**src/rtl/keypad_scan.sv**
```systemverilog
// 4x4 active-low key matrix scanner: drives one column per dwell period, builds a
// frame image of pressed keys and debounces single-key presses and their releases.
module keypad_scan #(
  parameter int SCAN_DIV = 25000,
  parameter int DEBOUNCE = 8
) (
  input  logic       clk,
  input  logic       reset,
  input  logic [3:0] row_in,
  output logic [3:0] col_out,
  output logic [3:0] key_code,
  output logic       key_valid,
  output logic       key_down,
  output logic [1:0] dbg_state
);

  localparam int DIV_W = (SCAN_DIV > 1) ? $clog2(SCAN_DIV) : 1;
  localparam logic [DIV_W-1:0] DIV_LAST = DIV_W'(SCAN_DIV - 1);
  localparam logic [3:0] DEB_N = 4'(DEBOUNCE);

  typedef enum logic [1:0] {
    S_IDLE        = 2'd0,
    S_DEB_PRESS   = 2'd1,
    S_HELD        = 2'd2,
    S_DEB_RELEASE = 2'd3
  } state_t;

  logic [3:0]       r_row_meta;
  logic [3:0]       r_row_sync;
  logic [DIV_W-1:0] r_div;
  logic [1:0]       r_col_idx;
  logic [15:0]      r_frame;
  state_t           r_state;
  logic [3:0]       r_cand;
  logic [3:0]       r_cnt;
  logic [3:0]       r_key_code;
  logic             r_key_valid;
  logic             r_key_down;

  logic        w_tick;
  logic        w_frame_done;
  logic [15:0] w_frame_next;
  logic [4:0]  w_pop;
  logic [3:0]  w_single_code;
  logic        w_single;
  logic        w_cand_hit;

  assign w_tick       = (r_div == DIV_LAST);
  assign w_frame_done = w_tick && (r_col_idx == 2'd3);

  // The classifier must see the column being stored on this tick, so it works
  // on the frame image as it will be after the update.
  always_comb begin
    w_frame_next = r_frame;
    w_frame_next[{r_col_idx, 2'b00} +: 4] = ~r_row_sync;
  end

  always_comb begin
    w_pop         = '0;
    w_single_code = '0;
    for (int i = 0; i < 16; i++) begin
      if (w_frame_next[i]) begin
        w_pop         = w_pop + 5'd1;
        w_single_code = 4'(i);
      end
    end
  end

  assign w_single   = (w_pop == 5'd1);
  assign w_cand_hit = w_frame_next[r_cand];

  // Synchronizer, dwell counter, column index and frame image.
  always_ff @(posedge clk or posedge reset) begin
    if (reset) begin
      r_row_meta <= 4'hF;
      r_row_sync <= 4'hF;
      r_div      <= '0;
      r_col_idx  <= '0;
      r_frame    <= '0;
    end else begin
      r_row_meta <= row_in;
      r_row_sync <= r_row_meta;
      if (w_tick) begin
        r_div     <= '0;
        r_col_idx <= r_col_idx + 2'd1;
        r_frame   <= w_frame_next;
      end else begin
        r_div <= r_div + 1'b1;
      end
    end
  end

  // Debounce FSM; only advances on a completed frame.
  always_ff @(posedge clk or posedge reset) begin
    if (reset) begin
      r_state     <= S_IDLE;
      r_cand      <= '0;
      r_cnt       <= '0;
      r_key_code  <= '0;
      r_key_valid <= 1'b0;
      r_key_down  <= 1'b0;
    end else begin
      r_key_valid <= 1'b0;
      if (w_frame_done) begin
        case (r_state)
          S_IDLE: begin
            if (w_single) begin
              r_cand <= w_single_code;
              if (DEB_N == 4'd1) begin
                r_state     <= S_HELD;
                r_cnt       <= '0;
                r_key_code  <= w_single_code;
                r_key_valid <= 1'b1;
                r_key_down  <= 1'b1;
              end else begin
                r_state <= S_DEB_PRESS;
                r_cnt   <= 4'd1;
              end
            end
          end
          S_DEB_PRESS: begin
            if (w_single && (w_single_code == r_cand)) begin
              if (r_cnt + 4'd1 == DEB_N) begin
                r_state     <= S_HELD;
                r_cnt       <= '0;
                r_key_code  <= r_cand;
                r_key_valid <= 1'b1;
                r_key_down  <= 1'b1;
              end else begin
                r_cnt <= r_cnt + 4'd1;
              end
            end else begin
              r_state <= S_IDLE;
              r_cnt   <= '0;
            end
          end
          S_HELD: begin
            if (!w_cand_hit) begin
              if (DEB_N == 4'd1) begin
                r_state    <= S_IDLE;
                r_cnt      <= '0;
                r_key_down <= 1'b0;
              end else begin
                r_state <= S_DEB_RELEASE;
                r_cnt   <= 4'd1;
              end
            end
          end
          S_DEB_RELEASE: begin
            if (!w_cand_hit) begin
              if (r_cnt + 4'd1 == DEB_N) begin
                r_state    <= S_IDLE;
                r_cnt      <= '0;
                r_key_down <= 1'b0;
              end else begin
                r_cnt <= r_cnt + 4'd1;
              end
            end else begin
              r_state <= S_HELD;
              r_cnt   <= '0;
            end
          end
          default: begin
            r_state <= S_IDLE;
            r_cnt   <= '0;
          end
        endcase
      end
    end
  end

  assign col_out   = ~(4'b0001 << r_col_idx);
  assign key_code  = r_key_code;
  assign key_valid = r_key_valid;
  assign key_down  = r_key_down;
  assign dbg_state = r_state;

endmodule
```
**config.mk**
```make
export PLATFORM = sky130hd
export DESIGN_NAME = keypad_scan
export DESIGN_NICKNAME = d
export VERILOG_FILES = /design/src/rtl/keypad_scan.sv
export SDC_FILE = /design/constraint.sdc
export NUM_CORES = 1
export LEC_CHECK = 0
export BUFFER_PORTS_ARGS = -buffer_cell sky130_fd_sc_hd__buf_2
export CORE_ASPECT_RATIO = 0.75
export CORE_MARGIN = 2
export CORE_UTILIZATION = 45
export DETAILED_ROUTE_END_ITERATION = 7
export PLACE_DENSITY = 0.69
export SETUP_SLACK_MARGIN = 0.2
export SLEW_MARGIN = 20
export SYNTH_ARGS = -nofsm -noshare
export SYNTH_HDL_FRONTEND = slang
export SYNTH_SLANG_ARGS = --single-unit
export TNS_END_PERCENT = 1
```
**constraint.sdc**
```tcl
create_clock -name clk -period 13.1 [get_ports clk]
set_clock_uncertainty 0.2 [all_clocks]
set_input_delay 0.655 -clock clk [delete_from_list [all_inputs] [get_ports clk]]
set_output_delay 0.655 -clock clk [all_outputs]
set_load 0.005 [all_outputs]
```
### After elaboration in Yosys (flattened, before gate mapping)

Index checks and enable logic that the tools add are counted.

* $add $sub $neg: 19
* order comparisons: 1
* equal/unequal tests: 16
* shifts and indexed selects: 3
* mux-type cells: 57
* bitwise gates (word level): 2
* reduce and logical (&&, ||, !) cells: 9

Operators by type and width (number)
* 4-bit 2-to-1 mux: 19
* 5-bit by 1-bit adder with 5-bit output (second input constant): 15
* 5-bit 2-to-1 mux: 15
* 16-bit bitwise mux: 1
* 4-bit one-hot mux with 4 select lines: 1
* 4-bit by 6-bit variable shift with 16-bit output (first input constant): 1
* 4-bit by 6-bit indexed part select with 16-bit output: 1
* 15-bit by 1-bit adder with 15-bit output (second input constant): 1
* 15-bit equality test (second input constant): 1
* 15-bit 2-to-1 mux: 1
* 2-bit 2-to-1 mux: 6
* 2-bit != test (second input constant): 6
* 1-bit 2-to-1 mux: 11
* 4-bit NOT: 2
* 2-bit one-hot mux with 4 select lines: 1
* 2-bit equality test (second input constant): 3
* 3-bit != test (second input constant): 2
* 4-bit negator with 6-bit output: 1
* 3-bit AND reduction: 2
* 6-bit AND reduction: 1
* 5-bit by 1-bit equality test with 1-bit output (second input constant): 1
* 4-bit by 5-bit < comparator with 1-bit output (second input constant): 1
* 5-bit AND reduction: 1
* 4-bit by 1-bit adder with 4-bit output (second input constant): 1
* 11 further kinds: 12

* flip-flop bits (word level): 57
* input port bits: 6
* output and inout port bits: 12
* logic and storage cells: 118

### Longest topological paths before layout

Gate-level depths: netlist (run 1).

* depth in word-level cells: 39
* depth in mapped cells: 62
* depth with buffers taken out: 59

### Least setup slack after synthesis (run 1)

OpenSTA, ideal clock, no wires.

* path kind: reg-to-reg
* from: reg r_col_idx[0]
* to: reg r_key_code[0], in the netlist key_code[0]
* library setup time: 0.125 ns
* arrival: 11.246 ns
* required time: 12.775 ns
* setup slack: 1.530 ns
* cell stages (with the launch flop): 61
* buffers on the path: 2
* clock period less this slack: 11.570 ns
* cell sequence: dfrtp_1 -> buf_4 -> inv_1 -> ha_1 -> clkbuf_1 -> inv_1 -> nor4_1 -> a21oi_1 -> ha_1 -> inv_1 -> a21oi_1 -> nor2_1 -> ha_1 -> o21ai_0 -> nand2_1 -> ha_1 -> nor2_1 -> nor2_1 -> (+25 left out) -> nand2_1 -> a21boi_0 -> inv_1 -> ha_1 -> nand2_1 -> o21ai_0 -> ha_1 -> nor2_1 -> nor2b_1 -> ha_1 -> nor4_1 -> a311o_1 -> o311ai_0 -> a21boi_0 -> o211ai_1 -> mux2i_2 -> nor3b_4 -> mux2_2

* word-level cells in the longest chain between the ends: 37
* elaborated cells between the ends (all ways): 56
* those cells by class: 16 x add/sub; 3 x eq/ne; 2 x shift; 32 x mux; 3 x reduce/logical

Ends and longest elaborated chain
* start: declaration: line 31 `logic [1:0] r_col_idx;`
* start signal: assignment: line 85 `r_col_idx <= r_col_idx + 2'd1;`
* 4-bit negator with 6-bit output: line 55 `w_frame_next[{r_col_idx, 2'b00} +: 4] = ~r_row_sync;`
* 4-bit by 6-bit indexed part select with 16-bit output / 4-bit by 6-bit variable shift with 16-bit output (equally long branches): line 55
* 16-bit bitwise mux: line 55
* 1-bit 2-to-1 mux: line 62 `if (w_frame_next[i]) begin`
* 5-bit by 1-bit adder with 5-bit output: line 63 `w_pop = w_pop + 5'd1;`
* 5-bit 2-to-1 mux: line 62
* 5-bit by 1-bit adder with 5-bit output: line 63
* 5-bit 2-to-1 mux: line 62
* (+21 left out)
* 5-bit 2-to-1 mux: line 62
* 5-bit by 1-bit adder with 5-bit output: line 63
* 5-bit 2-to-1 mux: line 62
* 5-bit by 1-bit adder with 5-bit output: line 63
* 5-bit 2-to-1 mux: line 62
* 5-bit by 1-bit equality test with 1-bit output: line 69 `assign w_single = (w_pop == 5'd1);`
* 1-bit logical AND: line 122 `if (w_single && (w_single_code == r_cand)) begin`
* 4-bit AND reduction (no source line) (*)
* end signal: assignment: line 112 `r_key_code <= w_single_code;`
* end signal: assignment: line 126 `r_key_code <= r_cand;`
* end: declaration: line 36 `logic [3:0] r_key_code;`

Every way passes the cells marked *; elsewhere a longest branch is shown, timed or not.
A chain may end at the register's enable or synchronous reset.

### Worst setup path in the final report (run 1)

* from: reg r_col_idx[0]
* to: reg r_cand[2]

* word-level cells in the longest chain between the ends: 36
* elaborated cells between the ends (all ways): 52
* those cells by class: 16 x add/sub; 2 x eq/ne; 2 x shift; 30 x mux; 2 x reduce/logical

Ends and longest elaborated chain
* 4-bit negator with 6-bit output: line 55
* 4-bit by 6-bit indexed part select with 16-bit output / 4-bit by 6-bit variable shift with 16-bit output (equally long branches): line 55
* 16-bit bitwise mux: line 55
* 1-bit 2-to-1 mux: line 62
* 5-bit by 1-bit adder with 5-bit output: line 63
* 5-bit 2-to-1 mux: line 62
* 5-bit by 1-bit adder with 5-bit output: line 63
* 5-bit 2-to-1 mux: line 62
* (+20 left out)
* 5-bit by 1-bit adder with 5-bit output: line 63
* 5-bit 2-to-1 mux: line 62
* 5-bit by 1-bit adder with 5-bit output: line 63
* 5-bit 2-to-1 mux: line 62
* 5-bit by 1-bit adder with 5-bit output: line 63
* 5-bit 2-to-1 mux: line 62
* 5-bit by 1-bit equality test with 1-bit output: line 69
* 3-bit AND reduction (no source line)
* end signal: assignment: line 108 `r_cand <= w_single_code;`
* end: declaration: line 34 `logic [3:0] r_cand;`

Several ways; a longest one is shown, not always the timed one.

==> impl_metrics.yaml, run 1 <==
timing:
  slew_headroom: 0.342
  drv_slew: 0
  finalHoldWorstSlack_ns: 0.154
  fmax_mhz: 83.3
  finalHoldViolCount: 0
  finalSetupViolCount: 0
  worst_slew_pin_slew_ns: 0.988
  setup_tns_ns: 0
  rsz0062_at_grt: "false"
  finalCritPeriodShare: 0.917
  period_needed_ns: 12.01
route:
  routedWlPerCell_um: 16.0
  vias: 4278
  avgViaCountPerCell: 5.93
  drtAntennaViolNets: 0
  routed_wl_mm: 11.5
  first_pass_iters: 5
  drtIter0Drc: 345
  drc: 0
global_route:
  grt_use_total: 0.197
  grt_pass1_vias: 3872
  antenna_found_initial: 0
  grt_max_degree: 58
  gr-total-overflow: 0
  grt_pass1_wl_mm: 19.0
clock_tree:
  cts_buffers: 9
  cts_tree: "done"
  htree_levels: 3
  clock-root-buffer: "clkbuf_16"
  clock_latency_ns: 0.32
  clock_sinks: 57
  cts_hold_buf: 0
  clock_path_buffers: 2
  clkSlewWorstSetupHoldPaths_ns: 0.05
worst_setup_path:
  worst-setup-path-type: "register to register"
  critPathLaunchType: "register"
  r2r-end: "r_cand[2]$_DFFE_PP0P_"
  path_max_fanout: 16
  worstReg2RegStart: "r_col_idx[0]$_DFFE_PP0N_"
  crit_required_ns: 13.10
  cp-end-kind: "register"
  worst-r2r-setup-slack_ns: 1.09
  crit_top_cell: "ha_1"
  rr_worst_depth: 58
  max_stage_delay_ns: 0.54
  worstPathArrival_ns: 12.01
  slowest_stage: "dfrtp_2"
  startpoint: "r_col_idx[0]$_DFFE_PP0N_"
power:
  p_per_area_nw_per_um2: 90.4
  leakage_nw: 2.33
  peakVddDrop_v: 0.0000877
  power_w: 0.000505
synthesis:
  synth-main-ff-cell: "dfrtp_1"
  seq_area_frac_synth: 0.289
  avgSynthCellArea_um2: 8.95
  ys_warn_count: 0
  ys_types: 90
  synthArstFlopShare: 1.00
  synth_area_um2: 4970
  synth.most_common_cell: "nand2_1"
  synth_edf_count: 0
  synth_nets: 583
  ys_ff_latch: 57
  synthCells: 556
  synth_top_cells_by_count: "62 x nand2_1, 49 x dfrtp_1, 47 x nor2_1"
  synth.area.top_cells: "dfrtp_1 25%, xnor2_1 7.2%, ha_1 5.3%"
  yosysTopAreaCell: "dfrtp_1"
  synth_top_area_share: 0.247
die:
  die-area_um2: 11900
  die_h_um: 95.0
  coreArea_um2: 10900
  start_util: 0.458
  rows: 33
  die_x_um: 125
  io_pins: 18
final_layout:
  n_antenna_cell: 0
  nFillCells: 990
  syn_to_final_growth_pct: 12.5
  drive_gt1_frac: 0.191
  nets: 603
job:
  drv_cap: 0
status:
  status: "finished, final reports clean"
hold_path:
  hold_depth: 0
  hp-start: "r_row_meta[3]$_DFF_PP1_"
  hp-class: "register to register"
  min_to: "r_row_sync[3]$_DFF_PP1_"
placed_design:
  place_hpwl_mm: 8.63
  gp_congestion: 0.902
  io_buffers: 17
-- through the flow --
step           std cells  cell area (µm²)   util  worst slack, ns
2_1_floorplan        556             4970      -             1.53
3_3_place_gp         700             5180  0.477            0.567
3_5_place_dp         700             5180  0.477          -0.0210
4_1_cts              716             5500  0.506            0.268
5_1_grt              721             5590  0.515            0.158
6_report             721             5590  0.515             1.09
-- cells by family after synthesis --
family / synth area share
muxes: 0.0755
and+or+nand+nor: 0.234
AOI/OAI and AO/OA: 0.179
buffers and inverters: 0.0345
xor gates and xnor gates: 0.136
adders and majority gates: 0.0528
DFF: 0.289
-- layer usage --
metal | GRT usage | wire (µm)
met1 | 0.281 | 5630
met2 | 0.311 | 5250
met3 | 0.0269 | 534
met4 | 0.0639 | 131
met5 | 0 | 0
-- repair_timing --
item / 4_1_cts / 5_1_grt
cloned: 0 / 0
buffers inserted: 0 / 5
hold endpoints to repair: 0 / 0
pin swaps: 0 / 2
endpoints found under the setup margin: 8 / 16
resized for setup: 2 / 14
-- critical path: cells and delay by family, from the launching register on --
family,cells,cell delay (ns)
adders and majority gates,15,4.40
and+or+nand+nor,20,2.97
AOI/OAI and AO/OA,15,2.58
buffers and inverters,6,0.65
muxes,2,0.55
DFF,1,0.54
-- layout by cell type (no fill, tap or decap), types with 4 or more instances in the layout --
master / count
or3_1: 6
mux2_2: 13
nand2_1: 62
o2bb2ai_1: 4
inv_1: 21
and2_1: 6
o21ai_0: 36
xor2_1: 9
nand4_1: 4
nor2b_1: 7
dfstp_2: 8
and3_1: 4
o31ai_1: 5
dfrtp_1: 48
or2_2: 5
clkbuf_16: 9
buf_2: 17
nand3_1: 20
a31oi_1: 6
nor2_1: 47
buf_4: 8
a211oi_1: 6
nor4_1: 8
mux4_2: 4
a21oi_1: 19
mux2i_1: 11
nor3_1: 9
nand2b_1: 9
nor4b_1: 5
o211ai_1: 4
nor3b_1: 4
xnor2_1: 41
ha_1: 20
-- state kept, by name, summed over array words and instances, names as in the netlist --
name / cells
key_valid: 1
dbg_state: 2
r_frame: 16
r_col_idx: 2
r_row_sync: 4
r_cnt: 4
key_code: 4
r_cand: 4
key_down: 1
r_row_meta: 4
r_div: 15
-- worst max path at each step --
| stage | to | slack, ns | cells after the start |
|---|---|---|---|
| after floorplan | key_code[0]$_DFFE_PP0P_ | 1.53 | 60 |
| final | r_cand[2]$_DFFE_PP0P_ | 1.09 | 58 |
| after detailed placement | key_code[3]$_DFFE_PP0P_ | -0.02 | 57 |
| after global placement | key_code[0]$_DFFE_PP0P_ | 0.57 | 57 |
| after global routing | key_code[3]$_DFFE_PP0P_ | 0.16 | 58 |
| after CTS | key_code[3]$_DFFE_PP0P_ | 0.27 | 58 |
-- power breakdown --
part | total [W] | internal (W) | switching, W
registers | 0.000180 | 0.000179 | 0.00000173
logic | 0.0000777 | 0.0000349 | 0.0000428
clock network | 0.000247 | 0.000166 | 0.0000813
-- cell type report --
| class | count | area, µm² | share of cell area |
|---|---|---|---|
| multi-input combinational | 458 | 3420 | 0.612 |
| sequential | 57 | 1440 | 0.257 |
| clock buffer | 9 | 225 | 0.0403 |
| tap | 140 | 175 | 0.0313 |
| timing repair buffer | 25 | 145 | 0.0259 |
| clock inverter | 7 | 93.8 | 0.0168 |
| inverter | 25 | 93.8 | 0.0168 |
(Power assumes the default switching activity.)
==> run 2: changes to the inputs <==
--- a/config.mk
+++ b/config.mk
@@ -8,2 +8,4 @@
 export BUFFER_PORTS_ARGS = -buffer_cell sky130_fd_sc_hd__buf_2
+export CELL_PAD_IN_SITES_DETAIL_PLACEMENT = 1
+export CELL_PAD_IN_SITES_GLOBAL_PLACEMENT = 1
 export CORE_ASPECT_RATIO = 0.75
@@ -12,3 +14,3 @@
 export DETAILED_ROUTE_END_ITERATION = 7
-export PLACE_DENSITY = 0.69
+export PLACE_DENSITY = 0.83
 export SETUP_SLACK_MARGIN = 0.2
--- a/constraint.sdc
+++ b/constraint.sdc
@@ -4,2 +4,2 @@
 set_output_delay 0.655 -clock clk [all_outputs]
-set_load 0.005 [all_outputs]
+set_load 0.05 [all_outputs]
==> run 2 against run 1 <==
Global-route usage grew 4.9 points. Largest cell class unchanged. Cell area grew 0.63%. Critical endpoint is now r_cand[0]$_DFFE_PP0P_. Power grew 2.5%. Sequential power is essentially flat. Cell count grew 0.55%. Register-to-register slack lost 0.17 ns.
==> impl_metrics.yaml, run 2 (same netlist as run 1, synthesis figures left out) <==
final_layout:
  final_common_cell: "nand2_1"
  layout_common_cells: "62 x nand2_1, 48 x dfrtp_1, 46 x nor2_1"
  nFillCells: 1242
  largest_reg_flops: 16
  nets: 607
  reg_top3: "r_frame x16, r_div x15"
  post-route-util: 0.518
  regMostFlops: "r_frame"
  n_antenna_cell: 0
  drive_gt1_frac: 0.191
  syn_to_final_growth_pct: 13.2
  fin_cells: 725
global_route:
  grt_pass1_vias: 4686
  antenna_found_initial: 0
  grt_pass1_wl_mm: 23.7
  grt_use_total: 0.246
  grt_max_degree: 58
  gr-total-overflow: 0
worst_setup_path:
  max_stage_delay_ns: 0.44
  rr_worst_depth: 59
  worst-path-buf-inv: 7
  crit_path_end: "r_cand[0]$_DFFE_PP0P_"
  startpoint: "r_col_idx[0]$_DFFE_PP0N_"
  slowest_stage: "dfrtp_2"
  critPathTopFamily: "adder cells"
  worstSetupPathDepth: 59
  critPathLaunchType: "register"
  worst-setup-path-type: "register to register"
  worstReg2RegStart: "r_col_idx[0]$_DFFE_PP0N_"
  worst-r2r-setup-slack_ns: 0.92
  crit_required_ns: 13.10
  path_max_fanout: 6
  crit_top_cell: "ha_1"
  worstPathArrival_ns: 12.18
  cp-end-kind: "register"
  r2r-end: "r_cand[0]$_DFFE_PP0P_"
status:
  status: "finished, final reports clean"
clock_tree:
  clkSlewWorstSetupHoldPaths_ns: 0.06
  clock_path_buffers: 2
  cts_buffers: 9
  cts_hold_buf: 0
  clock_sinks: 57
  htree_levels: 3
  cts_tree: "done"
  clock_latency_ns: 0.32
  clock-root-buffer: "clkbuf_16"
route:
  drtAntennaViolNets: 0
  avgViaCountPerCell: 6.24
  routedWlPerCell_um: 20.4
  drtIter0Drc: 213
  drc: 0
  vias: 4524
  first_pass_iters: 5
  routed_wl_mm: 14.8
timing:
  finalSetupViolCount: 0
  finalWorstSetupSlack_ns: 0.921
  drv_slew: 0
  rsz0062_at_grt: "false"
  fmax_mhz: 82.1
  finalHoldWorstSlack_ns: 0.148
  period_needed_ns: 12.18
  worst_slew_pin_slew_ns: 1.02
  finalHoldViolCount: 0
  slew_headroom: 0.318
  finalCritPeriodShare: 0.930
power:
  leakage_nw: 2.36
  power_w: 0.000518
  p_per_area_nw_per_um2: 92.0
  peakVddDrop_v: 0.000107
placed_design:
  io_buffers: 17
  preCtsSetupSlack_ns: -0.237
  place_hpwl_mm: 10.3
  dp_cells: 701
  gp_congestion: 0.918
job:
  drv_cap: 0
die:
  start_util: 0.458
  die-area_um2: 11900
  die_x_um: 125
  io_pins: 18
  die_h_um: 95.0
  rows: 33
  coreArea_um2: 10900
hold_path:
  hp-class: "register to register"
## run 2: where the power goes
part,internal [W],switching [W]
clock network,0.000177,0.0000811
registers,0.000179,0.00000190
logic,0.0000351,0.0000447
## run 2: how the worst min path moves through the flow
| stage | start | end | slack, ns | cells past startpoint |
|---|---|---|---|---|
| after floorplan | r_row_meta[0]$_DFF_PP1_ | r_row_sync[0]$_DFF_PP1_ | 0.15 | 0 |
| after global placement | r_row_meta[2]$_DFF_PP1_ | r_row_sync[2]$_DFF_PP1_ | 0.15 | 0 |
| after detailed placement | r_row_meta[2]$_DFF_PP1_ | r_row_sync[2]$_DFF_PP1_ | 0.15 | 0 |
| after CTS | r_row_meta[3]$_DFF_PP1_ | r_row_sync[3]$_DFF_PP1_ | 0.15 | 0 |
| after global routing | r_row_meta[3]$_DFF_PP1_ | r_row_sync[3]$_DFF_PP1_ | 0.16 | 0 |
| final | r_row_meta[3]$_DFF_PP1_ | r_row_sync[3]$_DFF_PP1_ | 0.15 | 0 |
## run 2: repair_timing
action / CTS / global route
setup endpoints to repair: 13 / 16
endpoints found under the hold margin: 0 / 0
pin swaps: 0 / 3
resized for setup: 4 / 10
buffers inserted: 0 / 8
## run 2: through the flow
| stage | instance area [µm²] | setup TNS (ns) |
|---|---|---|
| after floorplan | 4970 | 0 |
| after global placement | 5190 | 0 |
| after global routing | 5630 | 0 |
| after detailed placement | 5190 | -1.40 |
| final | 5630 | 0 |
| after CTS | 5530 | 0 |
## run 2: layout make-up
| cell class | instances | area (µm²) | share of cell area |
|---|---|---|---|
| clock buffer | 12 | 256 | 0.0456 |
| multi-input combinational | 458 | 3420 | 0.607 |
| clock inverter | 4 | 75.1 | 0.0133 |
| sequential | 57 | 1440 | 0.255 |
| inverter | 25 | 93.8 | 0.0167 |
| timing repair buffer | 29 | 175 | 0.0311 |
| tap | 140 | 175 | 0.0311 |
## run 2: metal layers
layer  up-vias  track usage  wire length, µm
li1       2083            -                -
met1      2291        0.327             6840
met2       129        0.420             7090
met3        21       0.0325              665
met4         0       0.0833              221
met5         -            0                0
==> run 3: changes to the inputs <==
- ABC_AREA: default -> 1
- PLACE_DENSITY: 0.83 -> 0.89
==> run 3 against run 2 <==
First-iteration DRC count up 16%. Combinational power down 25%. Flip-flop and latch count unchanged. Maximum frequency up 17%. Count of clock-buffer cells in the layout unchanged. Setup slack better by 1.8 ns. Largest power group unchanged.
==> impl_metrics.yaml, run 3 <==
status:
  status: "finished, final reports clean"
synthesis:
  synth_compound_area_frac: 0.120
  ys_types: 46
  synth_top_cells_by_count: "209 x nand2_1, 129 x inv_1, 72 x nand3_1"
  synth-main-ff-cell: "dfrtp_1"
  synth_xor_area_frac: 0.0110
  synthSimpleGateAreaFrac: 0.395
  avgSynthCellArea_um2: 6.47
  synth_edf_count: 0
  synth_top_area_share: 0.257
  synth.area.top_cells: "dfrtp_1 26%, nand2_1 16%, inv_1 10%"
  synth_top_family_by_area: "simple AND/OR/NAND/NOR gates"
  synthAdderAreaFrac: 0.0550
  synthArstFlopShare: 1.00
  ys_ff_latch: 57
  synth_nets: 766
  synth_area_um2: 4780
  synthMuxAreaShare: 0.00471
  ys_warn_count: 0
  synthCells: 739
  seq_area_frac_synth: 0.301
  yosysTopAreaCell: "dfrtp_1"
  synth.most_common_cell: "nand2_1"
final_layout:
  largest_reg_flops: 16
  regMostFlops: "r_frame"
  reg_top3: "r_frame x16, r_div x15"
  layout_common_cells: "208 x nand2_1, 128 x inv_1, 72 x nand3_1"
  syn_to_final_growth_pct: 11.0
  n_antenna_cell: 0
  drive_gt1_frac: 0.122
  final_common_cell: "nand2_1"
  nets: 791
clock_tree:
  clkSlewWorstSetupHoldPaths_ns: 0.05
  cts_resized: 0
  clock_latency_ns: 0.34
  cts_hold_buf: 0
  cts_buffers: 9
  clock_path_buffers: 2
  post_cts_buffers: 0
  htree_levels: 3
  clock_sinks: 57
  clock-root-buffer: "clkbuf_16"
  cts_tree: "done"
global_route:
  grt_pass1_wl_mm: 24.2
  grt_max_degree: 58
  grt_pass1_vias: 5183
  antenna_found_initial: 0
  grt_use_total: 0.264
  gr-total-overflow: 0
route:
  drtAntennaViolNets: 0
  routedWlPerCell_um: 15.8
  routed_wl_mm: 14.3
  drtIter0Drc: 247
  avgViaCountPerCell: 5.43
  vias: 4905
  drc: 0
  first_pass_iters: 5
hold_path:
  hp-class: "register to register"
  min_to: "r_row_sync[0]$_DFF_PP1_"
  hp-start: "r_row_meta[0]$_DFF_PP1_"
  hold_depth: 0
worst_setup_path:
  rr_worst_depth: 59
  critPathLaunchType: "register"
  max_stage_delay_ns: 0.57
  crit_required_ns: 13.10
  crit_top_cell: "ha_1"
  worst-setup-path-type: "register to register"
  critPathTopFamily: "adder cells"
  worst-path-buf-inv: 10
  cp-end-kind: "register"
  worstPathArrival_ns: 10.43
  worstReg2RegStart: "r_col_idx[0]$_DFFE_PP0N_"
  worst-r2r-setup-slack_ns: 2.68
  path_max_fanout: 8
  slowest_stage: "dfrtp_1"
  r2r-end: "key_code[1]$_DFFE_PP0P_"
power:
  p_per_area_nw_per_um2: 85.7
  leakage_nw: 2.95
  peakVddDrop_v: 0.0000642
  power_w: 0.000454
die:
  die_x_um: 123
  die_h_um: 93.3
  io_pins: 18
  rows: 32
  coreArea_um2: 10300
  die-area_um2: 11500
  start_util: 0.463
timing:
  fmax_mhz: 95.9
  drv_slew: 0
  setup_tns_ns: 0
  finalCritPeriodShare: 0.796
  slew_headroom: 0.411
  finalSetupViolCount: 0
  period_needed_ns: 10.42
  rsz0062_at_grt: "false"
  finalHoldViolCount: 0
  worst_slew_pin_slew_ns: 0.876
placed_design:
  gp_congestion: 0.882
  io_buffers: 17
  place_hpwl_mm: 11.1
job:
  drv_cap: 0
[run 3: cell types whose count changed after synthesis, moves of 7 or more]
cell / previous run / this run
nand2_2: 0 / 23
nor2_1: 47 / 62
o21ai_1: 0 / 8
nand2_1: 62 / 209
nor2b_1: 7 / 0
nand3_2: 0 / 8
nand3_1: 20 / 72
mux2_2: 13 / 0
mux2i_1: 11 / 0
xnor2_1: 41 / 3
inv_1: 23 / 129
nand2b_1: 9 / 0
[run 3: per-stage QoR]
step                worst slack [ns]  hold WS, ns  std cells  area [µm²]  utilization
floorplan                       3.86        0.145        739        4780            -
global placement                3.57        0.146        889        5030        0.487
detailed placement              2.83        0.149        889        5030        0.487
CTS                             2.71        0.156        904        5300        0.513
global route                    1.92        0.157        904        5310        0.514
finish                          2.68        0.156        904        5310        0.514
[run 3: final cells by class]
type | count | area [µm²]
fillers | 1421 | 5020
multi-input cells | 539 | 2810
flip-flops and latches | 57 | 1440
inverters | 138 | 523
clock buffers | 12 | 246
well taps | 136 | 170
repair buffers | 19 | 100
clock inverters | 3 | 18.8
[run 3: how the worst max path moves through the flow]
| stage | from | to | slack [ns] | cells after the start |
|---|---|---|---|---|
| floorplan | r_col_idx[0]$_DFFE_PP0N_ | r_cand[1]$_DFFE_PP0P_ | 3.86 | 56 |
| global route | r_col_idx[0]$_DFFE_PP0N_ | key_code[1]$_DFFE_PP0P_ | 1.92 | 59 |
| CTS | r_col_idx[0]$_DFFE_PP0N_ | key_code[1]$_DFFE_PP0P_ | 2.71 | 59 |
| detailed placement | r_col_idx[0]$_DFFE_PP0N_ | key_code[1]$_DFFE_PP0P_ | 2.83 | 59 |
| global placement | r_col_idx[0]$_DFFE_PP0N_ | key_code[1]$_DFFE_PP0P_ | 3.57 | 59 |
| finish | r_col_idx[0]$_DFFE_PP0N_ | key_code[1]$_DFFE_PP0P_ | 2.68 | 59 |
[run 3: power by group]
part | internal [W] | total [W] | switching [W]
logic | 0.0000193 | 0.0000600 | 0.0000407
registers | 0.000179 | 0.000179 | 0.000000738
clock network | 0.000132 | 0.000215 | 0.0000836
[run 3: logic make-up (layout without fill, tap and decap cells)]
logic type,count (synthesis),in the layout
flip-flops,57,57
AO/OA/AOI/OAI,97,97
XOR/XNOR,6,6
adder cells (fa/ha/maj),21,21
buffers and inverters,143,172
AND/OR/NAND/NOR,413,413
multiplexers,2,2
[run 3: metal layers]
layer  track usage  up-vias  part of all wire
met5             0        -                 0
met4        0.0833        0             0.025
met3        0.0409       35             0.037
met2         0.477      100              0.50
met1         0.323     2357              0.44
li1              -     2413                 -
